### src/rtl/uart_pkg.sv
// Shared types and constants for the memory-mapped UART transmitter.
package uart_pkg;

  typedef enum logic [1:0] {
    IDLE  = 2'd0,
    START = 2'd1,
    DATA  = 2'd2,
    STOP  = 2'd3
  } tx_state_e;

  localparam logic [2:0] OFF_TXDATA = 3'h0;
  localparam logic [2:0] OFF_STATUS = 3'h4;

  localparam int unsigned ST_FULL_BIT  = 0;
  localparam int unsigned ST_EMPTY_BIT = 1;
  localparam int unsigned ST_BUSY_BIT  = 2;
  localparam int unsigned ST_CNT_LSB   = 4;

  localparam int unsigned FRAME_BITS = 10;

  // STATUS has a 4-bit occupancy field; deeper FIFOs report 15.
  function automatic logic [3:0] sat_count4(input logic [31:0] c);
    return (c > 32'd15) ? 4'hF : c[3:0];
  endfunction

endpackage

### src/rtl/uart_tx_mmio_if.sv
// Data-memory bus slice seen by the UART register window.
interface uart_tx_mmio_if;
  logic [31:0] addr;
  logic [31:0] write_data;
  logic        memwrite;
  logic        memread;
  logic [31:0] read_data;
  logic        sel;
  logic        clk_stall;

  modport master (
    output addr, write_data, memwrite, memread,
    input  read_data, sel, clk_stall
  );

  modport slave (
    input  addr, write_data, memwrite, memread,
    output read_data, sel, clk_stall
  );
endinterface

### src/rtl/uart_tx_mmio_byte_fifo.sv
// Byte-wide circular FIFO with occupancy count; DEPTH must be a power of two.
module byte_fifo #(
  parameter int unsigned DEPTH = 8
) (
  input  logic                       clk,
  input  logic                       reset,
  input  logic                       push,
  input  logic [7:0]                 din,
  input  logic                       pop,
  output logic [7:0]                 dout,
  output logic                       full,
  output logic                       empty,
  output logic [$clog2(DEPTH):0]     count
);
  localparam int unsigned AW = $clog2(DEPTH);
  localparam int unsigned CW = AW + 1;

  logic [7:0]    mem_q [DEPTH];
  logic [AW-1:0] wr_ptr_q, wr_ptr_d;
  logic [AW-1:0] rd_ptr_q, rd_ptr_d;
  logic [CW-1:0] count_q, count_d;
  logic          do_push, do_pop;

  assign full    = (count_q == CW'(DEPTH));
  assign empty   = (count_q == '0);
  assign count   = count_q;
  assign dout    = mem_q[rd_ptr_q];
  assign do_push = push & ~full;
  assign do_pop  = pop & ~empty;

  always_comb begin
    wr_ptr_d = wr_ptr_q;
    rd_ptr_d = rd_ptr_q;
    count_d  = count_q;
    if (do_push) wr_ptr_d = wr_ptr_q + 1'b1;
    if (do_pop)  rd_ptr_d = rd_ptr_q + 1'b1;
    if (do_push && !do_pop)      count_d = count_q + 1'b1;
    else if (do_pop && !do_push) count_d = count_q - 1'b1;
  end

  always_ff @(posedge clk or posedge reset) begin
    if (reset) begin
      wr_ptr_q <= '0;
      rd_ptr_q <= '0;
      count_q  <= '0;
    end else begin
      wr_ptr_q <= wr_ptr_d;
      rd_ptr_q <= rd_ptr_d;
      count_q  <= count_d;
    end
  end

  always_ff @(posedge clk) begin
    if (do_push) mem_q[wr_ptr_q] <= din;
  end
endmodule

### src/rtl/uart_tx_mmio.sv
// 8N1 UART transmitter behind a two-word MMIO window (TXDATA, STATUS),
// stalling the CPU clock on stores to a full FIFO.
module uart_tx_mmio
  import uart_pkg::*;
#(
  parameter logic [31:0] BASE_ADDR    = 32'h0000_2000,
  parameter int unsigned CLKS_PER_BIT = 208,
  parameter int unsigned FIFO_DEPTH   = 8
) (
  input  logic           clk,
  input  logic           reset,
  uart_tx_mmio_if.slave  bus,
  output logic           tx
);
  localparam int unsigned BAUD_W = $clog2(CLKS_PER_BIT);
  localparam int unsigned CW     = $clog2(FIFO_DEPTH) + 1;
  localparam logic [BAUD_W-1:0] BAUD_TC = BAUD_W'(CLKS_PER_BIT - 1);

  tx_state_e         state_q, state_d;
  logic [BAUD_W-1:0] baud_q, baud_d;
  logic [2:0]        bit_q, bit_d;
  logic [7:0]        shift_q, shift_d;
  logic              tx_q, tx_d;

  logic          hit, is_status, tx_store;
  logic          fifo_push, fifo_pop, fifo_full, fifo_empty;
  logic [7:0]    fifo_dout;
  logic [CW-1:0] fifo_count;
  logic [31:0]   status;
  logic          tc;
  logic          unused_bus_bits;

  assign unused_bus_bits = ^{bus.addr[1:0], bus.write_data[31:8], bus.memread};

  assign hit       = (bus.addr[31:3] == BASE_ADDR[31:3]);
  assign is_status = (bus.addr[2] == OFF_STATUS[2]);
  assign tx_store  = bus.memwrite & hit & (bus.addr[2] == OFF_TXDATA[2]);
  assign fifo_push = tx_store & ~fifo_full;

  assign bus.sel       = hit;
  assign bus.clk_stall = tx_store & fifo_full;

  always_comb begin
    status                        = '0;
    status[ST_FULL_BIT]           = fifo_full;
    status[ST_EMPTY_BIT]          = fifo_empty;
    status[ST_BUSY_BIT]           = (state_q != IDLE);
    status[ST_CNT_LSB +: 4]       = sat_count4(32'(fifo_count));
  end

  assign bus.read_data = (hit && is_status) ? status : '0;

  byte_fifo #(.DEPTH(FIFO_DEPTH)) u_fifo (
    .clk   (clk),
    .reset (reset),
    .push  (fifo_push),
    .din   (bus.write_data[7:0]),
    .pop   (fifo_pop),
    .dout  (fifo_dout),
    .full  (fifo_full),
    .empty (fifo_empty),
    .count (fifo_count)
  );

  assign tc = (baud_q == BAUD_TC);

  always_comb begin
    state_d  = state_q;
    baud_d   = baud_q;
    bit_d    = bit_q;
    shift_d  = shift_q;
    fifo_pop = 1'b0;
    case (state_q)
      IDLE: begin
        if (!fifo_empty) begin
          fifo_pop = 1'b1;
          shift_d  = fifo_dout;
          baud_d   = '0;
          state_d  = START;
        end
      end
      START: begin
        if (tc) begin
          baud_d  = '0;
          bit_d   = '0;
          state_d = DATA;
        end else begin
          baud_d = baud_q + 1'b1;
        end
      end
      DATA: begin
        if (tc) begin
          baud_d  = '0;
          shift_d = {1'b0, shift_q[7:1]};
          if (bit_q == 3'd7) state_d = STOP;
          else               bit_d   = bit_q + 1'b1;
        end else begin
          baud_d = baud_q + 1'b1;
        end
      end
      STOP: begin
        if (tc) begin
          baud_d = '0;
          if (!fifo_empty) begin
            fifo_pop = 1'b1;
            shift_d  = fifo_dout;
            state_d  = START;
          end else begin
            state_d = IDLE;
          end
        end else begin
          baud_d = baud_q + 1'b1;
        end
      end
      default: state_d = IDLE;
    endcase
  end

  // tx is derived from the next state so the registered pin lines up with
  // the state it represents rather than lagging it by a cycle.
  always_comb begin
    tx_d = 1'b1;
    case (state_d)
      START:   tx_d = 1'b0;
      DATA:    tx_d = shift_d[0];
      default: tx_d = 1'b1;
    endcase
  end

  always_ff @(posedge clk or posedge reset) begin
    if (reset) begin
      state_q <= IDLE;
      baud_q  <= '0;
      bit_q   <= '0;
      shift_q <= '0;
      tx_q    <= 1'b1;
    end else begin
      state_q <= state_d;
      baud_q  <= baud_d;
      bit_q   <= bit_d;
      shift_q <= shift_d;
      tx_q    <= tx_d;
    end
  end

  assign tx = tx_q;
endmodule

### src/flat_wrapper.sv
// flat-port wrapper written by rule: the top's interface ports become plain ports
module uart_tx_mmio_flat import uart_pkg::*;
#(
  parameter logic [31:0] BASE_ADDR    = 32'h0000_2000,
  parameter int unsigned CLKS_PER_BIT = 208,
  parameter int unsigned FIFO_DEPTH   = 8
)
  (clk, reset, tx, bus_addr, bus_write_data, bus_memwrite, bus_memread, bus_read_data, bus_sel, bus_clk_stall);
  uart_tx_mmio_if bus_i ();
  input  logic clk;
  input  logic reset;
  output logic tx;
  input wire logic [$bits(bus_i.addr)-1:0] bus_addr;
  input wire logic [$bits(bus_i.write_data)-1:0] bus_write_data;
  input wire logic [$bits(bus_i.memwrite)-1:0] bus_memwrite;
  input wire logic [$bits(bus_i.memread)-1:0] bus_memread;
  output wire logic [$bits(bus_i.read_data)-1:0] bus_read_data;
  output wire logic [$bits(bus_i.sel)-1:0] bus_sel;
  output wire logic [$bits(bus_i.clk_stall)-1:0] bus_clk_stall;
  assign bus_i.addr = bus_addr;
  assign bus_i.write_data = bus_write_data;
  assign bus_i.memwrite = bus_memwrite;
  assign bus_i.memread = bus_memread;
  assign bus_read_data = bus_i.read_data;
  assign bus_sel = bus_i.sel;
  assign bus_clk_stall = bus_i.clk_stall;
  uart_tx_mmio #(.BASE_ADDR(BASE_ADDR), .CLKS_PER_BIT(CLKS_PER_BIT), .FIFO_DEPTH(FIFO_DEPTH)) u_core (.clk(clk), .reset(reset), .bus(bus_i), .tx(tx));
endmodule
### config.mk
export PLATFORM = sky130hd
export DESIGN_NAME = uart_tx_mmio_flat
export DESIGN_NICKNAME = d
export VERILOG_FILES = /design/src/rtl/uart_pkg.sv /design/src/rtl/uart_tx_mmio_if.sv /design/src/rtl/uart_tx_mmio_byte_fifo.sv /design/src/rtl/uart_tx_mmio.sv /design/src/flat_wrapper.sv
export SDC_FILE = /design/constraint.sdc
export NUM_CORES = 1
export LEC_CHECK = 0
export ABC_AREA = 1
export CAP_MARGIN = 30
export CORE_ASPECT_RATIO = 1.2
export CORE_MARGIN = 1.5
export CORE_UTILIZATION = 47
export DETAILED_ROUTE_END_ITERATION = 8
export PLACE_DENSITY = 0.76
export SLEW_MARGIN = 10
export SYNTH_ARGS = -nofsm -noshare
export SYNTH_HDL_FRONTEND = slang
export SYNTH_SLANG_ARGS = --single-unit
export TNS_END_PERCENT = 50
### constraint.sdc
create_clock -name clk -period 2.6 [get_ports clk]
set_input_delay 0.52 -clock clk [delete_from_list [all_inputs] [get_ports clk]]
set_output_delay 0.52 -clock clk [all_outputs]
set_load 0.1 [all_outputs]
==> results_dict.tcl <==
set metrics [dict create \
    finalNonFillerCells 757 \
    cap_violations 0 \
    critPathRequiredTime_ps 2080 \
    final_nets 708 \
    cts_tree "built" \
    maxSlewViolCount 0 \
    leakagePower_nw 2.973 \
    die_w_microns 96.68 \
    syn_inst 541 \
    cts-root-buf "clkbuf_16" \
    mostFrequentLayoutCell "nand2_1" \
    ys.flop_type "edfxtp_1" \
    grt_overflow 0 \
    first_iter_violations 285 \
    dr_total_vias 3866 \
    holdPathEnd "u_core.bit_q[2]$_DFFE_PP0P_" \
    clock_sinks 96 \
    synth_cell_types 44 \
    post-route-period-util_pct 95.28 \
    place_area_sq_um 5817 \
    dieArea_sq_um 11160 \
    pre_cts_ws_ps -560.4 \
    area_delta_synth_final_pct 28.19 \
    p_total_mw 3.185 \
    io_buffers 50 \
    synth.cell_area_sq_um 4950 \
    fin_ws_ps 122.8 \
    most-common-layout-cells "nand2_1, edfxtp_1, nand3_1" \
    clkLatencyLatePin_ps 350 \
    fp-row-count 40 \
    grt_pass1_wl_microns 17130 \
    rr_worst_depth 16 \
    core_region_area_sq_um 10110 \
    crit_fanout 4 \
    ys_seq_area_share_pct 55.03 \
    crit_path_start_kind "flop" \
    min_from "u_core.bit_q[2]$_DFFE_PP0P_" \
    use_met1_pct 22.45 \
    num-fill-cells 798 \
    reg2reg_slack_ps 180 \
    num_io_pins 103 \
    crit-reg2reg-launch "u_core.baud_q[1]$_DFFE_PP0P_" \
    setup_violations 0 \
    hold_buffers 0 \
    regToRegEndpoint "u_core.u_fifo.count[3]$_DFFE_PP0P_" \
    grt.busiest_layer "met2" \
    status "finished, final reports clean" \
    utilization_pct 62.76 \
    synth_edf_count 64 \
    worstMarginPinSlew_ps 564.6 \
    critPathArrivalTime_ps 1960 \
    firstDrtPassIters 4 \
    hold_viol 0 \
    drc_errors 0 \
    tns_ps 0 \
    gp_congestion 0.8907 \
    final_antenna_net_count 0 \
    numPlacedInstances 729 \
    hold_depth 1 \
    syn_area_per_cell_sq_um 9.149 \
    post_drt_wl_per_cell_microns 14.58 \
    yosysWarningCount 0 \
    worstSetupPathType "reg2out" \
    finalClockSkew_ps 5.390 \
    powerDensity_nw_per_um2 502.0 \
    fin_area_sq_um 6345 \
    die_h_microns 115.4 \
    min-delay-path-class "reg2reg" \
    finalWirelength_microns 11040 \
    initial_utilization_pct 48.96 \
    hold_slack_ps 505.2 \
    diodes 0 \
    use_met2_pct 35.10 \
    gr-usage-all-layers_pct 19.34 \
    multi_input_area_sq_um 2096 \
    antenna_found_initial 0 \
    grt_pass1_vias 3704 \
    ys_seq_elements 96 \
    fmax_mhz 403.7 \
    clk_path_buf_depth 2 \
    h-tree-depth 3 \
    cp-end-kind "primary output" \
    period_minus_slack_ps 2477 \
    grt_max_degree 34 \
    async_flop_share_pct 33.33 \
    path_clk_slew_ps 70 \
    relSlewSlack_pct 62.30 \
    via_per_inst 5.107 \
    cts_buffers 9 \
    use_met3_pct 3.800 \
    ir_worst_vdd_uv 374.1 \
    place_hpwl_microns 7345 \
    drive_gt1_share_pct 18.70 \
    regArea_sq_um 2725 \
]
-- cells by family (layout without fill, tap and decap cells) --
family,after synthesis,count (layout),synth area share [%]
AO/OA/AOI/OAI,30,30,3.918
XOR/XNOR,5,5,0.8849
adder cells (fa/ha/maj),14,14,3.691
buffers and inverters,81,147,8.848
flip-flops,96,96,55.03
other,1,25,0.07576
AND/OR/NAND/NOR,314,314,27.55
-- routing by layer --
metal	vias up	wire length, microns
met4	0	323
met2	111	5847
met1	1837	4431
met3	25	432
li1	1893	-
met5	-	0
-- how the worst max path moves through the flow --
stage	startpoint	slack, ps	end	cells past startpoint
finish	u_core.u_fifo.count[0]$_DFFE_PP0P_	120	bus_clk_stall	7
global route	bus_addr[2]	-40	u_core.u_fifo.count[3]$_DFFE_PP0P_	16
CTS	bus_addr[20]	0.9	bus_read_data[0]	10
detailed placement	bus_addr[3]	-560	u_core.u_fifo.count[3]$_DFFE_PP0P_	18
global placement	bus_addr[5]	-460	u_core.u_fifo.count[3]$_DFFE_PP0P_	18
floorplan	bus_addr[5]	-500	bus_read_data[0]	7
-- layout make-up --
class / instances / share of cell area (%)
inverters: 43 / 2.623
well taps: 126 / 2.485
multi-input cells: 388 / 33.03
repair buffers: 88 / 14.22
clock inverters: 7 / 1.144
clock buffers: 9 / 3.550
flip-flops and latches: 96 / 42.95
-- cells in the mapped netlist, types with 6 or more instances --
library cell / n / share of area, %
ha_1: 13 / 3.3
edfxtp_1: 64 / 39
nand3_1: 59 / 6.0
buf_2: 6 / 0.61
nand2_1: 172 / 13
buf_4: 29 / 4.4
o21ai_0: 8 / 0.81
nor2_1: 56 / 4.2
dfrtp_1: 31 / 16
a21oi_1: 10 / 1.0
nor3_1: 7 / 0.71
inv_1: 35 / 2.7
-- registers in the layout, summed over array words and instances, names as in the netlist --
signal                  count
u_core.u_fifo.rd_ptr_q      3
u_core.bit_q                3
u_core.u_fifo.wr_ptr_q      3
u_core.u_fifo.mem_q        64
u_core.u_fifo.count         4
u_core.baud_q               8
u_core.state_q              2
u_core.shift_q              8
u_core.tx                   1
-- report_power, final --
part	switching (mW)	internal, mW	leakage [nW]
Sequential	0.00000000648	1.63	0.964
Clock	0.629	0.682	0.149
Combinational	0.195	0.0490	1.86
-- worst max-delay path: stages, from the launching register on --
cell	delay, ps
dfrtp_1	440
nor2_1	190
nand2_1	130
nor2_1	110
inv_1	70
buf_4	160
nor4_4	300
buf_12	210
-- timing repair --
action | 4_1_cts | 5_1_grt
setup endpoints to repair | 8 | 9
pin swaps | 17 | 37
setup buffers | 3 | 10
resized for setup | 22 | 51
cloned | 0 | 0
Power figures use the tool's default switching activity.
